===== src/rtl/acc_unit_if.sv =====
// Control <-> accumulator request/result bundle.
// master: control side (drives requests); slave: acc_unit.
interface acc_unit_if #(
  parameter int W = 8
);
  logic         op_valid;
  logic [2:0]   acc_op;
  logic [W-1:0] lut_value;
  logic [W-1:0] operand;
  logic [2:0]   shamt;
  logic         shift_right;
  logic [W-1:0] acc;
  logic         carry;
  logic         zero;
  logic         busy;
  logic         done;

  modport master (
    output op_valid, acc_op, lut_value,
    output operand, shamt, shift_right,
    input  acc, carry, zero, busy, done
  );

  modport slave (
    input  op_valid, acc_op, lut_value,
    input  operand, shamt, shift_right,
    output acc, carry, zero, busy, done
  );
endinterface


===== src/rtl/acc_unit.sv =====
// Accumulator stage: acc + carry/zero flags, one op per accepted request.
// Ports: clk, rst_n (sync, active-low), bus (acc_unit_if.slave).
module acc_unit #(
  parameter int W = 8
) (
  input logic      clk,
  input logic      rst_n,
  acc_unit_if.slave bus
);

  localparam logic [0:0] S_IDLE  = 1'b0;
  localparam logic [0:0] S_SHIFT = 1'b1;

  localparam logic [2:0] OP_NOP = 3'b000;
  localparam logic [2:0] OP_LDI = 3'b001;
  localparam logic [2:0] OP_LDR = 3'b010;
  localparam logic [2:0] OP_ADD = 3'b011;
  localparam logic [2:0] OP_SUB = 3'b100;
  localparam logic [2:0] OP_AND = 3'b101;
  localparam logic [2:0] OP_XOR = 3'b110;
  localparam logic [2:0] OP_SHF = 3'b111;

  logic [0:0]   state_q, state_d;
  logic [2:0]   cnt_q, cnt_d;
  logic         dir_q, dir_d;
  logic [W-1:0] acc_q, acc_d;
  logic         carry_q, carry_d;
  logic         done_q, done_d;

  logic [W:0]   sum;
  logic         sh_dir;
  logic [W-1:0] sh_acc;
  logic         sh_out;

  // Direction comes live from the bus on the accepting
  // edge, from the captured copy while iterating.
  assign sh_dir = (state_q == S_IDLE) ? bus.shift_right : dir_q;
  assign sh_acc = sh_dir ? (acc_q >> 1) : (acc_q << 1);
  assign sh_out = sh_dir ? acc_q[0] : acc_q[W-1];
  assign sum    = {1'b0, acc_q} + {1'b0, bus.operand};

  always_comb begin
    state_d = state_q;
    cnt_d   = cnt_q;
    dir_d   = dir_q;
    acc_d   = acc_q;
    carry_d = carry_q;
    done_d  = 1'b0;
    unique case (state_q)
      S_IDLE: begin
        if (bus.op_valid) begin
          done_d = 1'b1;
          unique case (bus.acc_op)
            OP_NOP: ;
            OP_LDI: acc_d = bus.lut_value;
            OP_LDR: acc_d = bus.operand;
            OP_ADD: begin
              acc_d   = sum[W-1:0];
              carry_d = sum[W];
            end
            OP_SUB: begin
              acc_d   = acc_q - bus.operand;
              carry_d = acc_q < bus.operand;
            end
            OP_AND: acc_d = acc_q & bus.operand;
            OP_XOR: acc_d = acc_q ^ bus.operand;
            OP_SHF: begin
              if (bus.shamt != 3'd0) begin
                acc_d   = sh_acc;
                carry_d = sh_out;
              end
              if (bus.shamt >= 3'd2) begin
                state_d = S_SHIFT;
                cnt_d   = bus.shamt - 3'd1;
                dir_d   = bus.shift_right;
                done_d  = 1'b0;
              end
            end
            default: ;
          endcase
        end
      end
      S_SHIFT: begin
        acc_d   = sh_acc;
        carry_d = sh_out;
        cnt_d   = cnt_q - 3'd1;
        if (cnt_q == 3'd1) begin
          state_d = S_IDLE;
          done_d  = 1'b1;
        end
      end
      default: state_d = S_IDLE;
    endcase
  end

  always_ff @(posedge clk) begin
    if (!rst_n) begin
      state_q <= S_IDLE;
      cnt_q   <= 3'd0;
      dir_q   <= 1'b0;
      acc_q   <= '0;
      carry_q <= 1'b0;
      done_q  <= 1'b0;
    end else begin
      state_q <= state_d;
      cnt_q   <= cnt_d;
      dir_q   <= dir_d;
      acc_q   <= acc_d;
      carry_q <= carry_d;
      done_q  <= done_d;
    end
  end

  assign bus.acc   = acc_q;
  assign bus.carry = carry_q;
  assign bus.zero  = (acc_q == '0);
  assign bus.busy  = (state_q == S_SHIFT);
  assign bus.done  = done_q;

endmodule


===== src/flat_wrapper.sv =====
// flat-port wrapper written by rule: the top's interface ports become plain ports
module acc_unit_flat 
#(
  parameter int W = 8
)
  (clk, rst_n, bus_op_valid, bus_acc_op, bus_lut_value, bus_operand, bus_shamt, bus_shift_right, bus_acc, bus_carry, bus_zero, bus_busy, bus_done);
  acc_unit_if #(.W(W)) bus_i ();
  input logic clk;
  input logic rst_n;
  input wire logic [$bits(bus_i.op_valid)-1:0] bus_op_valid;
  input wire logic [$bits(bus_i.acc_op)-1:0] bus_acc_op;
  input wire logic [$bits(bus_i.lut_value)-1:0] bus_lut_value;
  input wire logic [$bits(bus_i.operand)-1:0] bus_operand;
  input wire logic [$bits(bus_i.shamt)-1:0] bus_shamt;
  input wire logic [$bits(bus_i.shift_right)-1:0] bus_shift_right;
  output wire logic [$bits(bus_i.acc)-1:0] bus_acc;
  output wire logic [$bits(bus_i.carry)-1:0] bus_carry;
  output wire logic [$bits(bus_i.zero)-1:0] bus_zero;
  output wire logic [$bits(bus_i.busy)-1:0] bus_busy;
  output wire logic [$bits(bus_i.done)-1:0] bus_done;
  assign bus_i.op_valid = bus_op_valid;
  assign bus_i.acc_op = bus_acc_op;
  assign bus_i.lut_value = bus_lut_value;
  assign bus_i.operand = bus_operand;
  assign bus_i.shamt = bus_shamt;
  assign bus_i.shift_right = bus_shift_right;
  assign bus_acc = bus_i.acc;
  assign bus_carry = bus_i.carry;
  assign bus_zero = bus_i.zero;
  assign bus_busy = bus_i.busy;
  assign bus_done = bus_i.done;
  acc_unit #(.W(W)) u_core (.clk(clk), .rst_n(rst_n), .bus(bus_i));
endmodule

===== config.mk =====
export PLATFORM = sky130hd
export DESIGN_NAME = acc_unit_flat
export DESIGN_NICKNAME = d
export VERILOG_FILES = /design/src/rtl/acc_unit_if.sv /design/src/rtl/acc_unit.sv /design/src/flat_wrapper.sv
export SDC_FILE = /design/constraint.sdc
export NUM_CORES = 1
export LEC_CHECK = 0
export BUFFER_PORTS_ARGS = -buffer_cell sky130_fd_sc_hd__buf_2
export CORE_MARGIN = 3
export CORE_UTILIZATION = 55
export CTS_CLUSTER_SIZE = 14
export DETAILED_ROUTE_END_ITERATION = 10
export GPL_ROUTABILITY_DRIVEN = 0
export HOLD_SLACK_MARGIN = 0.1
export PLACE_DENSITY = 0.79
export SLEW_MARGIN = 20
export SYNTH_ARGS = -nofsm -noshare
export SYNTH_HDL_FRONTEND = slang
export SYNTH_SLANG_ARGS = --single-unit

===== constraint.sdc =====
create_clock -name clk -period 3.4 [get_ports clk]
set_input_delay 0.34 -clock clk [delete_from_list [all_inputs] [get_ports clk]]
set_output_delay 0.34 -clock clk [all_outputs]
set_load 0.005 [all_outputs]

### Yosys cells after proc, flatten, opt, wreduce, memory -nomap -nowiden

Index checks and enable logic that the tools add are counted.

* bits in registers: 15
* input bits: 26
* output and inout bits: 12
* word-level logic and storage cells: 60

* multiplexer cells: 25
* reduce and logical (&&, ||, !) cells: 6
* magnitude comparators: 2
* $add $sub $neg: 4
* equal/unequal tests: 14
* bitwise logic cells: 3

Operators by type and width (number)
* 8-bit one-hot mux with 7 select lines: 1
* 8-bit 2-to-1 mux: 3
* 8-bit one-hot mux with 2 select lines: 1
* 3-bit equality test, second input constant: 4
* 1-bit 2-to-1 mux: 12
* 8-bit by 8-bit adder with 9-bit output: 1
* 3-bit 2-to-1 mux: 3
* 3-bit AND reduction: 3
* 8-bit bitwise AND: 1
* 8-bit zero test: 1
* 8-bit less-than comparator: 1
* 8-bit != test, second input constant: 1
* 8-bit subtractor: 1
* 8-bit XOR: 1
* 3-bit by 1-bit equality test with 1-bit output, second input constant: 2
* 3-bit by 2-bit equality test with 1-bit output, second input constant: 2
* 2-bit != test, second input constant: 3
* 1-bit one-hot mux with 2 select lines: 3
* 3-bit one-hot mux with 2 select lines: 1
* 3-bit by 1-bit subtractor with 3-bit output, second input constant: 2
* 4-bit != test, second input constant: 1
* 4-bit AND reduction: 1
* 3-bit by 2-bit greater-or-equal comparator with 1-bit output, second input constant: 1
* 3-bit != test, second input constant: 1
* other kinds (3): 3

### Longest topological paths before layout

* depth after elaboration: 6
* mapped depth: 10
* depth with buffers taken out: 10

### Least setup slack after synthesis

OpenSTA, ideal clock, no wires.

* kind: flip-flop to flip-flop
* start: register u_core.acc_q[0], in the netlist u_core.bus.acc[0]
* end: register u_core.carry_q, in the netlist u_core.bus.carry
* required time: 3330 ps
* setup time: 70 ps
* stages on the path, launching flop included: 11
* path slack: 1346 ps
* data arrival time: 1984 ps
* path buffers: 0
* cells stage by stage: dfxtp_1 -> inv_1 -> ha_1 -> inv_1 -> fa_1 -> a21o_1 -> a211o_1 -> a21oi_1 -> o21a_1 -> o221ai_1 -> a21oi_1

* word-level cells in the longest chain between the ends: 5
* elaborated cells between the ends (all ways): 7
* those cells by class: add/sub: 1; order compare: 1; mux: 5

Ends and longest elaborated chain
* start: declaration: line acc_unit.sv:26 `logic [W-1:0] acc_q, acc_d;`
* start signal: assignment: line acc_unit.sv:101 `acc_q <= '0;`
* start signal: assignment: line acc_unit.sv:108 `acc_q <= acc_d;`
* parallel branches: the longest is 4 deep, another holds 8-bit by 8-bit adder with 9-bit output
* 1-bit one-hot mux with 2 select lines (*): line acc_unit.sv:49 `unique case (state_q)`
* end signal: assignment: line acc_unit.sv:109 `carry_q <= carry_d;`
* end: declaration: line acc_unit.sv:27 `logic carry_q, carry_d;`

Every way passes the cells marked *. The select of a mux whose other input is x is not followed.
A chain may end at the register's enable or synchronous reset.

### Final worst setup path

* start: register u_core.acc_q[1], in the netlist u_core.bus.acc[1]
* end: register u_core.acc_q[5], in the netlist u_core.bus.acc[5]

* word-level cells in the longest chain between the ends: 4
* elaborated cells between the ends (all ways): 5
* those cells by class: add/sub: 2; mux: 3

Ends and longest elaborated chain
* 8-bit subtractor / 8-bit by 8-bit adder with 9-bit output (equally long branches): line acc_unit.sv:62, acc_unit.sv:40
* 8-bit one-hot mux with 7 select lines (*): line acc_unit.sv:53 `unique case (bus.acc_op)`
* 8-bit 2-to-1 mux (*): line acc_unit.sv:51 `if (bus.op_valid) begin`
* 8-bit one-hot mux with 2 select lines (*): line acc_unit.sv:49

Every way passes the cells marked *; elsewhere a longest branch is shown, timed or not. The select of a mux whose other input is x is not followed.

==> flow_summary.toml <==
[timing]
finalSetupViolCount = 0
timing.fmax_mhz = 433
period_share_pct = 68.0
hold_viol = 0
tightest_slew_ns = 0.599
slew_headroom_pct = 60.0
maxSlewViolCount = 0
min_period_ns = 2.31
fin_tns_setup_ns = 0
hold_ws_ns = 0.367
rsz0062_at_grt = "no"
fin_worst_skew_ns = 0.00539

[detailed_routing]
wire_per_inst_um = 16.5
wirelength_mm = 6.05
dr.pass1.iters = 5
vias = 2376
detail-route-antenna-nets = 0
routed.top_layer = "met4"
via_per_inst = 6.49
drc = 0
drt_iter0_drc = 366
wl_met1_mm = 2.53
met3_length_um = 522
wl_met2_mm = 2.82

[worst_setup_path]
cp_data_required_time_ns = 3.57
criticalPathCategory = "reg -> reg"
end_kind = "flop"
cp_max_fo = 9
cp-start-kind = "flop"
arrival_ns = 2.48

[placed_design]
hpwl_mm = 4.47
portBuffers = 37
placed_area_um2 = 2330

[clock_tree]
postCtsSetupBuffers = 0
cts_sinks = 15
cts_tree = "done"
h-tree-depth = 1
cts_resized = 0
cts_buffer_depth = 2
cts_buffers = 3
hold_buffers = 0
clkSlewWorstSetupHoldPaths_ns = 0.06
ctsRootBufferMaster = "clkbuf_8"
clk_latency_ns = 0.25

[cells_and_area]
final_core_util_pct = 63.8
area_growth_pct = 9.60
design_area_um2 = 2370
drive_above_1_share_pct = 15.1
antennaDiodeCount = 0
finalNetCount = 368

[logic_synthesis]
synthMuxAreaShare_pct = 8.79
seq_area_frac_synth_pct = 13.9
synth_edf_count = 0
syn_area_um2 = 2160
syn_inst = 294
ys_ff_latch = 15
yosys.area_share.adder_pct = 14.0
avgSynthCellArea_um2 = 7.36
async_reset_ff_share_pct = 0
yosys.cell_types.count = 62
synthSimpleGateAreaFrac_pct = 20.2
synth_xor_xnor_area_share_pct = 2.43
synth_nets = 343
synth_compound_area_share_pct = 31.8
synthFlopType = "dfxtp_1"
yosysWarningCount = 0
synth_top_family_by_area = "compound AO/OA/AOI/OAI gates"

[floorplanning]
ios = 38
die_area_um2 = 4720
rows = 22
core_area_um2 = 3720
die_width_um = 68.7
start_util_pct = 58.2
die_h_um = 68.7

[power_and_ir_drop]
power_density_nw_per_um2 = 294
irDropWorstVdd_uv = 185
p_leak_nw = 1.04

[global_route]
grt_pass1_vias = 2094
grt_max_degree = 32
grt_usage_pct = 27.2
antenna_found_initial = 0
grt_pass1_wl_mm = 9.85
grt.overflow.total = 0

[outcome]
outcome = "complete, no violations"

[job]
drv_cap = 0

[worst_hold_path]
min_path_type = "in -> reg"
registers in the layout, summed over array words and instances, names as in the netlist:
signal and count:
u_core.cnt_q 3, u_core.bus.busy 1, u_core.bus.acc 8, u_core.bus.done 1
u_core.bus.carry 1, u_core.dir_q 1
per-stage QoR:
step | setup WS (ns) | total power, mW | cells
floorplan | 1.35 | 0.455 | 294
global placement | 1.22 | 0.538 | 362
detailed placement | 1.17 | 0.545 | 362
CTS | 1.16 | 0.694 | 366
global route | 0.954 | 0.746 | 366
finish | 1.09 | 0.697 | 366
cell type report:
| cell class | count | area (um2) |
|---|---|---|
| Multi-Input combinational cell | 234 | 1670 |
| Fill cell | 358 | 1340 |
| Sequential cell | 15 | 300 |
| Timing Repair Buffer | 38 | 193 |
| Inverter | 27 | 101 |
| Tap cell | 48 | 60.1 |
| Clock buffer | 4 | 45.0 |
cell usage in the layout (no fill, tap or decap), types with 6 or more instances in the layout:
master | Yosys | routed
nand3_1 | 9 | 9
nand2_1 | 15 | 15
ha_1 | 21 | 21
buf_2 | 9 | 37
inv_1 | 26 | 26
nor2b_1 | 6 | 6
o21a_1 | 6 | 6
nor2_1 | 35 | 35
mux2i_1 | 13 | 13
o211ai_1 | 6 | 6
o21ai_1 | 6 | 6
nand2b_1 | 6 | 6
o21ai_0 | 16 | 16
a21oi_1 | 16 | 16
dfxtp_1 | 15 | 15
layer usage:
metal / vias to the layer above / GRT usage (%)
met5: - / 0
li1: 1127 / -
met3: 21 / 4.54
met4: 0 / 8.52
met1: 1081 / 37.9
met2: 147 / 42.8
critical path: stages (launching register included):
cell,delay [ns]
dfxtp_1,0.54
ha_1,0.32
nand2b_1,0.17
a221oi_1,0.46
o21bai_1,0.14
a211oi_1,0.27
a31oi_1,0.11
a21oi_1,0.21
power by group:
group	leakage, nW	internal [mW]	total, mW	switching, mW
Clock	0.0228	0.0831	0.148	0.0652
Sequential	0.123	0.190	0.219	0.0287
Combinational	0.893	0.144	0.331	0.187
cell usage after synthesis (all sizes together), types with 2 or more instances:
| library cell | number | area, um2 |
|---|---|---|
| a2111oi | 3 | 38.8 |
| a211oi | 3 | 22.5 |
| a21boi | 5 | 37.5 |
| a21o | 2 | 15.0 |
| a21oi | 16 | 80.1 |
| a221oi | 5 | 43.8 |
| a31oi | 5 | 31.3 |
| a32o | 2 | 20.0 |
| and2 | 3 | 18.8 |
| buf | 13 | 71.3 |
| clkbuf | 5 | 18.8 |
| dfxtp | 15 | 300 |
| fa | 2 | 40.0 |
| ha | 21 | 263 |
| inv | 27 | 101 |
| mux2 | 3 | 37.5 |
| mux2i | 14 | 153 |
| nand2 | 15 | 56.3 |
| nand2b | 6 | 37.5 |
| nand3 | 9 | 45.0 |
| nor2 | 35 | 131 |
| nor2b | 6 | 37.5 |
| nor4 | 5 | 31.3 |
| o211ai | 6 | 45.0 |
| o21a | 6 | 45.0 |
| o21ai | 22 | 110 |
| o221ai | 5 | 43.8 |
| o22ai | 2 | 12.5 |
| o31a | 3 | 26.3 |
| or4 | 2 | 15.0 |
| xnor2 | 5 | 43.8 |
logic make-up after synthesis:
| group | count (synthesis) |
|---|---|
| compound gates | 98 |
| simple gates | 90 |
| buf+inv | 45 |
| fa+ha+maj | 23 |
| mux | 17 |
| flops | 15 |
| xor+xnor | 6 |
path summary, 6_finish.rpt:
check | cells after the start | slack (ns) | startpoint | to
max | 7 | 1.09 | u_core.bus.acc[1] | u_core.bus.acc[5]
min | 3 | 0.37 | bus_shift_right | u_core.dir_q
max reg2reg | 7 | 1.09 | u_core.bus.acc[1] | u_core.bus.acc[5]
min reg2reg | 1 | 0.57 | u_core.cnt_q[2] | u_core.cnt_q[2]
(Power assumes the default switching activity.)
